$ cat config.mk
export PLATFORM = sky130hd
export DESIGN_NAME = pipe_stall_ctrl_flat
export DESIGN_NICKNAME = d
export VERILOG_FILES = /design/src/rtl/cpu_pkg.sv /design/src/rtl/pipe_stall_ctrl_if.sv /design/src/rtl/pipe_stall_ctrl_ifid_reg.sv /design/src/rtl/pipe_stall_ctrl.sv /design/src/flat_wrapper.sv
export SDC_FILE = /design/constraint.sdc
export NUM_CORES = 1
export LEC_CHECK = 0
export CORE_ASPECT_RATIO = 1.2
export CORE_UTILIZATION = 41
export DETAILED_ROUTE_END_ITERATION = 7
export PLACE_DENSITY_LB_ADDON = 0.05
export SYNTH_ARGS = -nofsm -noshare
export SYNTH_HDL_FRONTEND = slang
export SYNTH_SLANG_ARGS = --single-unit
$ cat constraint.sdc
create_clock -name clk -period 1.91 [get_ports clk]
set_input_delay 0.382 -clock clk [delete_from_list [all_inputs] [get_ports clk]]
set_output_delay 0.382 -clock clk [all_outputs]
set_load 0.02 [all_outputs]
$ cat src/rtl/cpu_pkg.sv
// -----------------------------------------------------------------------------
// cpu_pkg
// Shared definitions for the 16-bit CPU pipeline control logic.
//   pipe_state_t : states of the stall/flush controller (RUN, BR_WAIT, FLUSH)
//   OP_BRANCH_*  : opcodes the hazard unit treats as branches
//   NOP_INSTR    : instruction word placed in IF/ID when it is flushed
// -----------------------------------------------------------------------------
package cpu_pkg;

    typedef enum logic [1:0] {
        RUN     = 2'd0,
        BR_WAIT = 2'd1,
        FLUSH   = 2'd2
    } pipe_state_t;

    localparam logic [3:0]  OP_BRANCH_0 = 4'b0100;
    localparam logic [3:0]  OP_BRANCH_1 = 4'b0101;
    localparam logic [3:0]  OP_BRANCH_2 = 4'b0110;

    localparam logic [15:0] NOP_INSTR   = 16'h0000;

    function automatic logic is_branch_op(input logic [3:0] op);
        return (op == OP_BRANCH_0) || (op == OP_BRANCH_1) || (op == OP_BRANCH_2);
    endfunction

endpackage

$ cat src/rtl/pipe_stall_ctrl_if.sv
// -----------------------------------------------------------------------------
// pipe_stall_ctrl_if
// Bundles the fetch-side inputs, hazard/branch requests and the pipeline
// control outputs of pipe_stall_ctrl.
//   master : environment side (fetch, hazard unit, EX) - drives requests
//   slave  : pipe_stall_ctrl side - drives pc_write/idex_bubble/IF-ID outputs
// Optional macro PIPE_STALL_STATS_EN adds stall_cycles and flush_count.
// -----------------------------------------------------------------------------
interface pipe_stall_ctrl_if #(
    parameter int SIZE = 16
);
    logic [SIZE-1:0] if_instr;
    logic [SIZE-1:0] if_pc;
    logic            if_valid;
    logic            load_use_stall;
    logic            branch_stall;
    logic            branch_resolved;
    logic            branch_taken;
    logic            pc_write;
    logic            idex_bubble;
    logic [SIZE-1:0] id_instr;
    logic [SIZE-1:0] id_pc;
    logic            id_valid;
    logic            err_timeout;
`ifdef PIPE_STALL_STATS_EN
    logic [SIZE-1:0] stall_cycles;
    logic [SIZE-1:0] flush_count;
`endif

    modport master (
        output if_instr, if_pc, if_valid,
        output load_use_stall, branch_stall, branch_resolved, branch_taken,
        input  pc_write, idex_bubble, id_instr, id_pc, id_valid, err_timeout
`ifdef PIPE_STALL_STATS_EN
        , input stall_cycles, flush_count
`endif
    );

    modport slave (
        input  if_instr, if_pc, if_valid,
        input  load_use_stall, branch_stall, branch_resolved, branch_taken,
        output pc_write, idex_bubble, id_instr, id_pc, id_valid, err_timeout
`ifdef PIPE_STALL_STATS_EN
        , output stall_cycles, flush_count
`endif
    );

endinterface

$ cat src/rtl/pipe_stall_ctrl_ifid_reg.sv
// -----------------------------------------------------------------------------
// ifid_reg
// IF/ID pipeline register: instruction, PC and valid bit.
//   clk, rst          : clock, synchronous active-high reset (clears all)
//   i_we              : load i_instr/i_pc/i_valid
//   i_flush           : load a NOP bubble (instr=NOP, pc=0, valid=0);
//                       takes precedence over i_we
//   i_instr/i_pc/i_valid : next contents from fetch
//   o_instr/o_pc/o_valid : current contents toward decode
// -----------------------------------------------------------------------------
module ifid_reg
    import cpu_pkg::*;
#(
    parameter int SIZE = 16
) (
    input  logic            clk,
    input  logic            rst,
    input  logic            i_we,
    input  logic            i_flush,
    input  logic [SIZE-1:0] i_instr,
    input  logic [SIZE-1:0] i_pc,
    input  logic            i_valid,
    output logic [SIZE-1:0] o_instr,
    output logic [SIZE-1:0] o_pc,
    output logic            o_valid
);

    logic [SIZE-1:0] r_instr;
    logic [SIZE-1:0] r_pc;
    logic            r_valid;

    always_ff @(posedge clk) begin
        if (rst) begin
            r_instr <= '0;
            r_pc    <= '0;
            r_valid <= 1'b0;
        end else if (i_flush) begin
            r_instr <= SIZE'(NOP_INSTR);
            r_pc    <= '0;
            r_valid <= 1'b0;
        end else if (i_we) begin
            r_instr <= i_instr;
            r_pc    <= i_pc;
            r_valid <= i_valid;
        end
    end

    assign o_instr = r_instr;
    assign o_pc    = r_pc;
    assign o_valid = r_valid;

endmodule

$ cat src/rtl/pipe_stall_ctrl.sv
// -----------------------------------------------------------------------------
// pipe_stall_ctrl
// Enacts hazard-unit stall requests and EX branch resolution: decides each
// cycle whether the PC advances, whether ID/EX gets a bubble and whether the
// IF/ID register loads, holds or is flushed.
//   clk, rst : clock (rising edge), synchronous active-high reset
//   bus      : pipe_stall_ctrl_if.slave
//              in : if_instr, if_pc, if_valid, load_use_stall, branch_stall,
//                   branch_resolved, branch_taken
//              out: pc_write, idex_bubble (combinational),
//                   id_instr, id_pc, id_valid, err_timeout (registered)
// Optional macro PIPE_STALL_STATS_EN adds saturating counters stall_cycles
// (cycles with pc_write=0 outside reset) and flush_count (FLUSH entries).
// -----------------------------------------------------------------------------
module pipe_stall_ctrl
    import cpu_pkg::*;
#(
    parameter int SIZE           = 16,
    parameter int BRANCH_TIMEOUT = 4
) (
    input logic               clk,
    input logic               rst,
    pipe_stall_ctrl_if.slave  bus
);

    localparam int CNT_W = (BRANCH_TIMEOUT > 1) ? $clog2(BRANCH_TIMEOUT) : 1;
    localparam logic [CNT_W-1:0] CNT_LAST = CNT_W'(BRANCH_TIMEOUT - 1);

    pipe_state_t     r_state;
    logic [CNT_W-1:0] r_wait_cnt;
    logic            r_err_timeout;

    logic            w_pc_write;
    logic            w_idex_bubble;
    logic            w_ifid_we;
    logic            w_ifid_flush;

    // Control is a pure function of state and this cycle's requests so a
    // request holds the PC in the same cycle it is raised.
    always_comb begin
        w_pc_write    = 1'b0;
        w_idex_bubble = 1'b1;
        w_ifid_we     = 1'b0;
        w_ifid_flush  = 1'b0;
        if (!rst) begin
            case (r_state)
                RUN: begin
                    if (!bus.branch_stall && !bus.load_use_stall) begin
                        w_pc_write    = 1'b1;
                        w_idex_bubble = 1'b0;
                        w_ifid_we     = 1'b1;
                    end
                end
                FLUSH: begin
                    // PC takes the EX branch target while IF/ID is cleared.
                    w_pc_write   = 1'b1;
                    w_ifid_flush = 1'b1;
                end
                default: ;
            endcase
        end
    end

    always_ff @(posedge clk) begin
        if (rst) begin
            r_state       <= RUN;
            r_wait_cnt    <= '0;
            r_err_timeout <= 1'b0;
        end else begin
            case (r_state)
                RUN: begin
                    if (bus.branch_stall) begin
                        r_state    <= BR_WAIT;
                        r_wait_cnt <= '0;
                    end
                end
                BR_WAIT: begin
                    // A resolution arriving on the last allowed cycle still
                    // counts as in time.
                    if (bus.branch_resolved) begin
                        r_state <= bus.branch_taken ? FLUSH : RUN;
                    end else if (r_wait_cnt == CNT_LAST) begin
                        r_state       <= FLUSH;
                        r_err_timeout <= 1'b1;
                    end else begin
                        r_wait_cnt <= r_wait_cnt + CNT_W'(1);
                    end
                end
                FLUSH:   r_state <= RUN;
                default: r_state <= RUN;
            endcase
        end
    end

    ifid_reg #(
        .SIZE (SIZE)
    ) u_ifid_reg (
        .clk     (clk),
        .rst     (rst),
        .i_we    (w_ifid_we),
        .i_flush (w_ifid_flush),
        .i_instr (bus.if_instr),
        .i_pc    (bus.if_pc),
        .i_valid (bus.if_valid),
        .o_instr (bus.id_instr),
        .o_pc    (bus.id_pc),
        .o_valid (bus.id_valid)
    );

    assign bus.pc_write    = w_pc_write;
    assign bus.idex_bubble = w_idex_bubble;
    assign bus.err_timeout = r_err_timeout;

`ifdef PIPE_STALL_STATS_EN
    logic [SIZE-1:0] r_stall_cycles;
    logic [SIZE-1:0] r_flush_count;
    logic            w_flush_entry;

    function automatic logic [SIZE-1:0] sat_inc(input logic [SIZE-1:0] v);
        return (&v) ? v : v + SIZE'(1);
    endfunction

    // Mirrors the BR_WAIT exit conditions that lead into FLUSH.
    assign w_flush_entry = (r_state == BR_WAIT) &&
                           (bus.branch_resolved ? bus.branch_taken
                                                : (r_wait_cnt == CNT_LAST));

    always_ff @(posedge clk) begin
        if (rst) begin
            r_stall_cycles <= '0;
            r_flush_count  <= '0;
        end else begin
            if (!w_pc_write) r_stall_cycles <= sat_inc(r_stall_cycles);
            if (w_flush_entry) r_flush_count <= sat_inc(r_flush_count);
        end
    end

    assign bus.stall_cycles = r_stall_cycles;
    assign bus.flush_count  = r_flush_count;
`endif

endmodule

$ cat src/flat_wrapper.sv
// flat-port wrapper written by rule: the top's interface ports become plain ports
module pipe_stall_ctrl_flat import cpu_pkg::*;
#(
    parameter int SIZE           = 16,
    parameter int BRANCH_TIMEOUT = 4
)
  (clk, rst, bus_if_instr, bus_if_pc, bus_if_valid, bus_load_use_stall, bus_branch_stall, bus_branch_resolved, bus_branch_taken, bus_pc_write, bus_idex_bubble, bus_id_instr, bus_id_pc, bus_id_valid, bus_err_timeout);
  pipe_stall_ctrl_if #(.SIZE(SIZE)) bus_i ();
  input logic clk;
  input logic rst;
  input wire logic [$bits(bus_i.if_instr)-1:0] bus_if_instr;
  input wire logic [$bits(bus_i.if_pc)-1:0] bus_if_pc;
  input wire logic [$bits(bus_i.if_valid)-1:0] bus_if_valid;
  input wire logic [$bits(bus_i.load_use_stall)-1:0] bus_load_use_stall;
  input wire logic [$bits(bus_i.branch_stall)-1:0] bus_branch_stall;
  input wire logic [$bits(bus_i.branch_resolved)-1:0] bus_branch_resolved;
  input wire logic [$bits(bus_i.branch_taken)-1:0] bus_branch_taken;
  output wire logic [$bits(bus_i.pc_write)-1:0] bus_pc_write;
  output wire logic [$bits(bus_i.idex_bubble)-1:0] bus_idex_bubble;
  output wire logic [$bits(bus_i.id_instr)-1:0] bus_id_instr;
  output wire logic [$bits(bus_i.id_pc)-1:0] bus_id_pc;
  output wire logic [$bits(bus_i.id_valid)-1:0] bus_id_valid;
  output wire logic [$bits(bus_i.err_timeout)-1:0] bus_err_timeout;
  assign bus_i.if_instr = bus_if_instr;
  assign bus_i.if_pc = bus_if_pc;
  assign bus_i.if_valid = bus_if_valid;
  assign bus_i.load_use_stall = bus_load_use_stall;
  assign bus_i.branch_stall = bus_branch_stall;
  assign bus_i.branch_resolved = bus_branch_resolved;
  assign bus_i.branch_taken = bus_branch_taken;
  assign bus_pc_write = bus_i.pc_write;
  assign bus_idex_bubble = bus_i.idex_bubble;
  assign bus_id_instr = bus_i.id_instr;
  assign bus_id_pc = bus_i.id_pc;
  assign bus_id_valid = bus_i.id_valid;
  assign bus_err_timeout = bus_i.err_timeout;
  pipe_stall_ctrl #(.SIZE(SIZE), .BRANCH_TIMEOUT(BRANCH_TIMEOUT)) u_core (.clk(clk), .rst(rst), .bus(bus_i));
endmodule
# After elaboration in Yosys (flattened, before gate mapping)
# Index checks and enable logic that the tools add are counted.
# totals
output_inout_bits,36
elab_cells,43
reg_bits,38
inputBits,39
# classes
n_addsub,1
n_mux,19
reduce_logical,9
eq_ne,7
n_bitwise,1
# op_table
operator,n
$mux W2,7
$mux W1,9
$pmux W2 S2,2
$ne A2 B2 Y1 const B,3
$eq A2 B2 Y1 const B,2
$reduce_and A4 Y1,1
$ne A3 B2 Y1 const B,1
$reduce_and A3 Y1,1
$add A2 B1 Y2 const B,1
$eq A2 B1 Y1 const B,1
$logic_not A1 Y1,2
$logic_not A2 Y1,1
$pmux W1 S2,1
$reduce_and A2 Y1,1
$reduce_bool A2 Y1,1
$reduce_or A2 Y1,1
$logic_and A1 B1 Y1,1
$not A1 Y1,1

# Longest topological paths before layout
# Gate-level depths: netlist (run 1).
# logic_depth
word_depth,5
mapped_depth,5
ltp_nobuf,4

# Modules after synthesis
# Synthesis (run 1) repeated with hierarchy kept, for this count alone.
# unflattened
cells_unflattened,137
hier_area_um2,1481.4
# modules_own_cells
module,seq_area_each_um2,area_per_inst_um2,cells_per_inst,instances
ifid_reg,660.6,1218.7,108,1
pipe_stall_ctrl,100.1,262.8,29,1

# Least setup slack after synthesis (run 1)
# No wires, ideal clock.
# synth_path
kind,reg2out
startpoint,register u_core.r_state[0]
endpoint,output bus_pc_write
arrival_time_ps,1514
required_ps,1528
path_stages_with_launch,5
setup_slack_ps,14
n_path_buf,2
path_cell_list,dfxtp_1 or4_1 buf_6 buf_6 a21oi_1
# synth_via
elab_chain_cells,3
elab_cells_between_ends,4
cone_classes,eq/ne (1); mux (2); reduce/logical (1)
# synth_lines
element,line,source
from (decl),pipe_stall_ctrl.sv:29,pipe_state_t r_state;
from (signal assigned),pipe_stall_ctrl.sv:81,r_state <= bus.branch_taken ? FLUSH : RUN;
$eq A2 B2 Y1 / $logic_not A2 Y1 (equally long branches),pipe_stall_ctrl.sv:46,case (r_state)
$pmux W1 S2 (*),pipe_stall_ctrl.sv:46,
$mux W1 (*),pipe_stall_ctrl.sv:45,if (!rst) begin
to (decl),flat_wrapper.sv:18,output wire logic [$bits(bus_i.pc_write)-1:0] bus_pc_write;
# Every way passes the cells marked *; elsewhere a longest branch is shown, timed or not.

# Worst setup path after layout (run 1)
# layout_path
startpoint,input bus_branch_stall
endpoint,output bus_pc_write
# layout_via
elab_chain_cells,5
# layout_lines
element,line,source
from (decl),flat_wrapper.sv:15,input wire logic [$bits(bus_i.branch_stall)-1:0] bus_branch_stall;
$logic_not A1 Y1,pipe_stall_ctrl.sv:48,if (!bus.branch_stall && !bus.load_use_stall) begin
$logic_and A1 B1 Y1,pipe_stall_ctrl.sv:48,
$mux W1,pipe_stall_ctrl.sv:48,
$pmux W1 S2,pipe_stall_ctrl.sv:46,
$mux W1,pipe_stall_ctrl.sv:45,
# Every way passes these cells.

==> results by group, run 1 <==
Routing
  • DR WL/cell: 13.20 µm
  • DR pass1 iterations: 4
  • M1 WL: 1.677 mm
  • Total Routed Length: 3.973 mm
  • Routed wl met3: 218 µm
  • Met2 WL: 2.029 mm
  • Post-route ant nets: 0
  • Max layer used: met4
  • Drt via density: 4.947
  • DR DRC count: 0
  • Vias: 1,489
  • Starting DRT DRC Count: 67

Setup path
  • Worst setup EP type: output pin
  • Required time worst endpoint: 1.53 ns
  • R2r worst-path depth: 5
  • Critical path type: in -> out
  • CP max FO: 3
  • R2r endpoint: u_core.u_ifid_reg.o_pc[15]
  • Critical Path AT: 1.46 ns
  • Startpoint types: primary input
  • Reg2reg start: u_core.r_state[0]
  • Reg2Reg Setup Slack: 0.36 ns

Cells and area
  • Area Growth Syn to Fin: 52.44%
  • Share of layout cells above drive strength 1: 22.09%
  • Post-layout util: 67.10%
  • Filler cells: 353
  • Post-layout nets: 288
  • ANT cells: 0

STA
  • Slew @ Worst Pin: 0.5156 ns
  • Worst hold slack: 0.4799 ns
  • Min cycle time layout: 1.842 ns
  • RSZ-0062 raised after global routing: no
  • Relative slew margins: 65.63%
  • Final period util: 96.42%
  • Fmax: 543.0 MHz
  • Final setup viols: 0
  • Final Skew: 0.002156 ns
  • Final-report hold violation count: 0
  • Max Transition Viols Final: 0

CTS
  • Clock tree buffer depth: 2
  • CTS Hold Buffers Added: 0
  • CTS tree: done
  • Clock transition at path regs: 0.07 ns
  • TritonCTS Buffers: 5
  • CTS root buf: clkbuf_8
  • Clock latency at the later pin of the worst-skew pair: 0.28 ns
  • H-tree levels: 2
  • CTS sink count: 38

Placed design
  • DP HPWL: 2.811 mm
  • I/O Buffers: 74
  • GPL Wtd Cong: 0.7911

Floorplan
  • Initial Utilization: 44.02%
  • Core footprint: 3724 µm²
  • I/O pin count: 75
  • Row Count: 24
  • Die Width: 59.72 µm
  • Die ar.: 4256 µm²
  • Vert. Die Dim: 71.26 µm

Yosys
  • Syn nets: 213
  • Register area share after synthesis: 46.41%
  • Yosys cell types: 22
  • #FFs+latches synth: 38
  • Yosys warns: 0
  • Mapped Cells: 173
  • Syn Area/Cell: 9.474 µm²
  • Mapped cell area: 1639 µm²

Global routing
  • Initial antenna violation count: 0
  • Largest net degree at the start of global routing: 34
  • First-pass GRT wire length: 6.693 mm
  • GRT Util Overall: 20.29%
  • Grt ovf: 0
  • Vias in the first global route: 1,469

Hold path
  • Hold Startpoint: u_core.r_wait_cnt[1]
  • HP Class: reg -> reg
  • Hold Path Stages: 2
  • Endpoint with the worst hold slack: u_core.r_wait_cnt[1]

Power
  • LEAKAGE: 0.8820 nW
  • Peak supply drop: 0.0006468 V
  • Power per cell area: 779.9 nW/µm²

Flow run
  • Maximum capacitance violations: 0

Outcome
  • Status: complete, no violations
-- cell usage in the layout, fill, tap and decap left out --
master | synthesis | routed
nor3_2 | 29 | 29
a21oi_2 | 0 | 1
dfxtp_1 | 38 | 38
bufinv_16 | 0 | 1
nor3_1 | 37 | 37
clkdlybuf4s50_1 | 0 | 69
or4_4 | 0 | 1
a21oi_1 | 5 | 4
buf_4 | 1 | 10
or3b_2 | 1 | 1
nor4_4 | 1 | 1
nor3b_1 | 1 | 1
nand2b_1 | 2 | 2
nand3_1 | 2 | 2
clkbuf_8 | 0 | 5
ha_1 | 1 | 1
clkbuf_2 | 1 | 1
or2_0 | 1 | 1
clkinv_2 | 0 | 2
or4b_4 | 1 | 1
mux2i_1 | 1 | 1
dlygate4sd2_1 | 0 | 2
nor4b_1 | 1 | 1
buf_2 | 7 | 1
nand3b_1 | 1 | 1
or2b_2 | 1 | 1
nor2_1 | 34 | 34
-- worst max-delay path by stage --
| stage | endpoint | from | slack (ns) |
|---|---|---|---|
| floorplan | bus_pc_write | u_core.r_state[0] | 0.01 |
| global placement | bus_pc_write | bus_branch_stall | -0.77 |
| detailed placement | bus_pc_write | bus_branch_stall | -0.77 |
| CTS | bus_idex_bubble | u_core.r_state[0] | 0.03 |
| global route | bus_pc_write | bus_branch_stall | 0.03 |
| finish | bus_pc_write | bus_branch_stall | 0.07 |
-- power breakdown --
part | internal, mW | switching, mW
Clock | 0.384 | 0.266
Combinational | 0.213 | 0.212
Sequential | 0.846 | 0.0270
-- through the flow --
step	std cells	total power, mW	setup TNS, ns	cell area, µm²	worst slack, ns
2_1_floorplan	173	1.108	0	1639	0.01425
3_3_place_gp	293	1.308	-9.107	2394	-0.7719
5_1_grt	301	2.038	0	2499	0.02689
3_5_place_dp	293	1.320	-10.05	2394	-0.7737
6_report	301	1.949	0	2499	0.06841
4_1_cts	301	1.971	0	2502	0.02843
-- cells by family (layout without fill, tap and decap cells) --
group / count (synthesis) / count (layout) / share of synthesized area [%]
flip-flops: 38 / 38 / 46.41
AND/OR/NAND/NOR: 113 / 113 / 43.66
multiplexers: 1 / 1 / 0.6107
buffers and inverters: 15 / 91 / 7.022
AO/OA/AOI/OAI: 5 / 5 / 1.526
adder cells (fa/ha/maj): 1 / 1 / 0.7632
-- worst max-delay path: stages --
cell,delay (ns)
dlygate4sd2_1,0.28
or4_4,0.51
a21oi_2,0.14
buf_4,0.15
-- state kept, by name (all words and copies together) (netlist names) --
name                       flops
u_core.r_state                 2
u_core.u_ifid_reg.o_pc        16
u_core.bus.err_timeout         1
u_core.u_ifid_reg.o_instr     16
u_core.u_ifid_reg.o_valid      1
u_core.r_wait_cnt              2
-- final cells by class --
| cell class | instances | area, µm² | area share (%) |
|---|---|---|---|
| multi-input cells | 120 | 770.7 | 30.85 |
| well taps | 52 | 65.06 | 2.604 |
| flip-flops and latches | 38 | 760.7 | 30.45 |
| repair buffers | 83 | 793.3 | 31.75 |
| clock inverters | 3 | 40.04 | 1.602 |
| clock buffers | 5 | 68.82 | 2.754 |
-- per-layer routing --
layer / vias up / GRT usage [%]
li1: 746 / -
met1: 690 / 24.86
met2: 47 / 34.69
met3: 6 / 4.332
met4: 0 / 6.718
met5: - / 0
-- synth_stat cells, drive strengths merged --
library cell	n	area (µm²)
nor3	66	475.5
dfxtp	38	760.7
nor2	34	127.6
buf	14	110.1
a21oi	5	25.02
nand2b	2	12.51
nand3	2	10.01
clkbuf	1	5.000
ha	1	12.51
mux2i	1	10.01
nand3b	1	7.510
nor3b	1	7.510
nor4	1	21.27
nor4b	1	8.760
or2	1	6.260
or2b	1	8.760
or3b	1	8.760
or4	1	7.510
or4b	1	13.76
-- repair_timing --
action	in CTS	in global routing
gates resized for setup	10	2
setup endpoints to repair	7	1
setup buffers	0	0
pin swaps	0	0
No activity file was read; power rests on OpenSTA's default activity.
==> inputs of run 2 (changes only) <==
- ABC_CLOCK_PERIOD_IN_PS: default -> 1910
==> results of run 2 <==
No change in the layout: final DEF, timing and power equal those of run 1.
==> inputs of run 3 (changes only) <==
- CTS_CLUSTER_SIZE: default -> 24
==> results of run 3 <==
No change in the layout: final DEF, timing and power equal those of run 1.
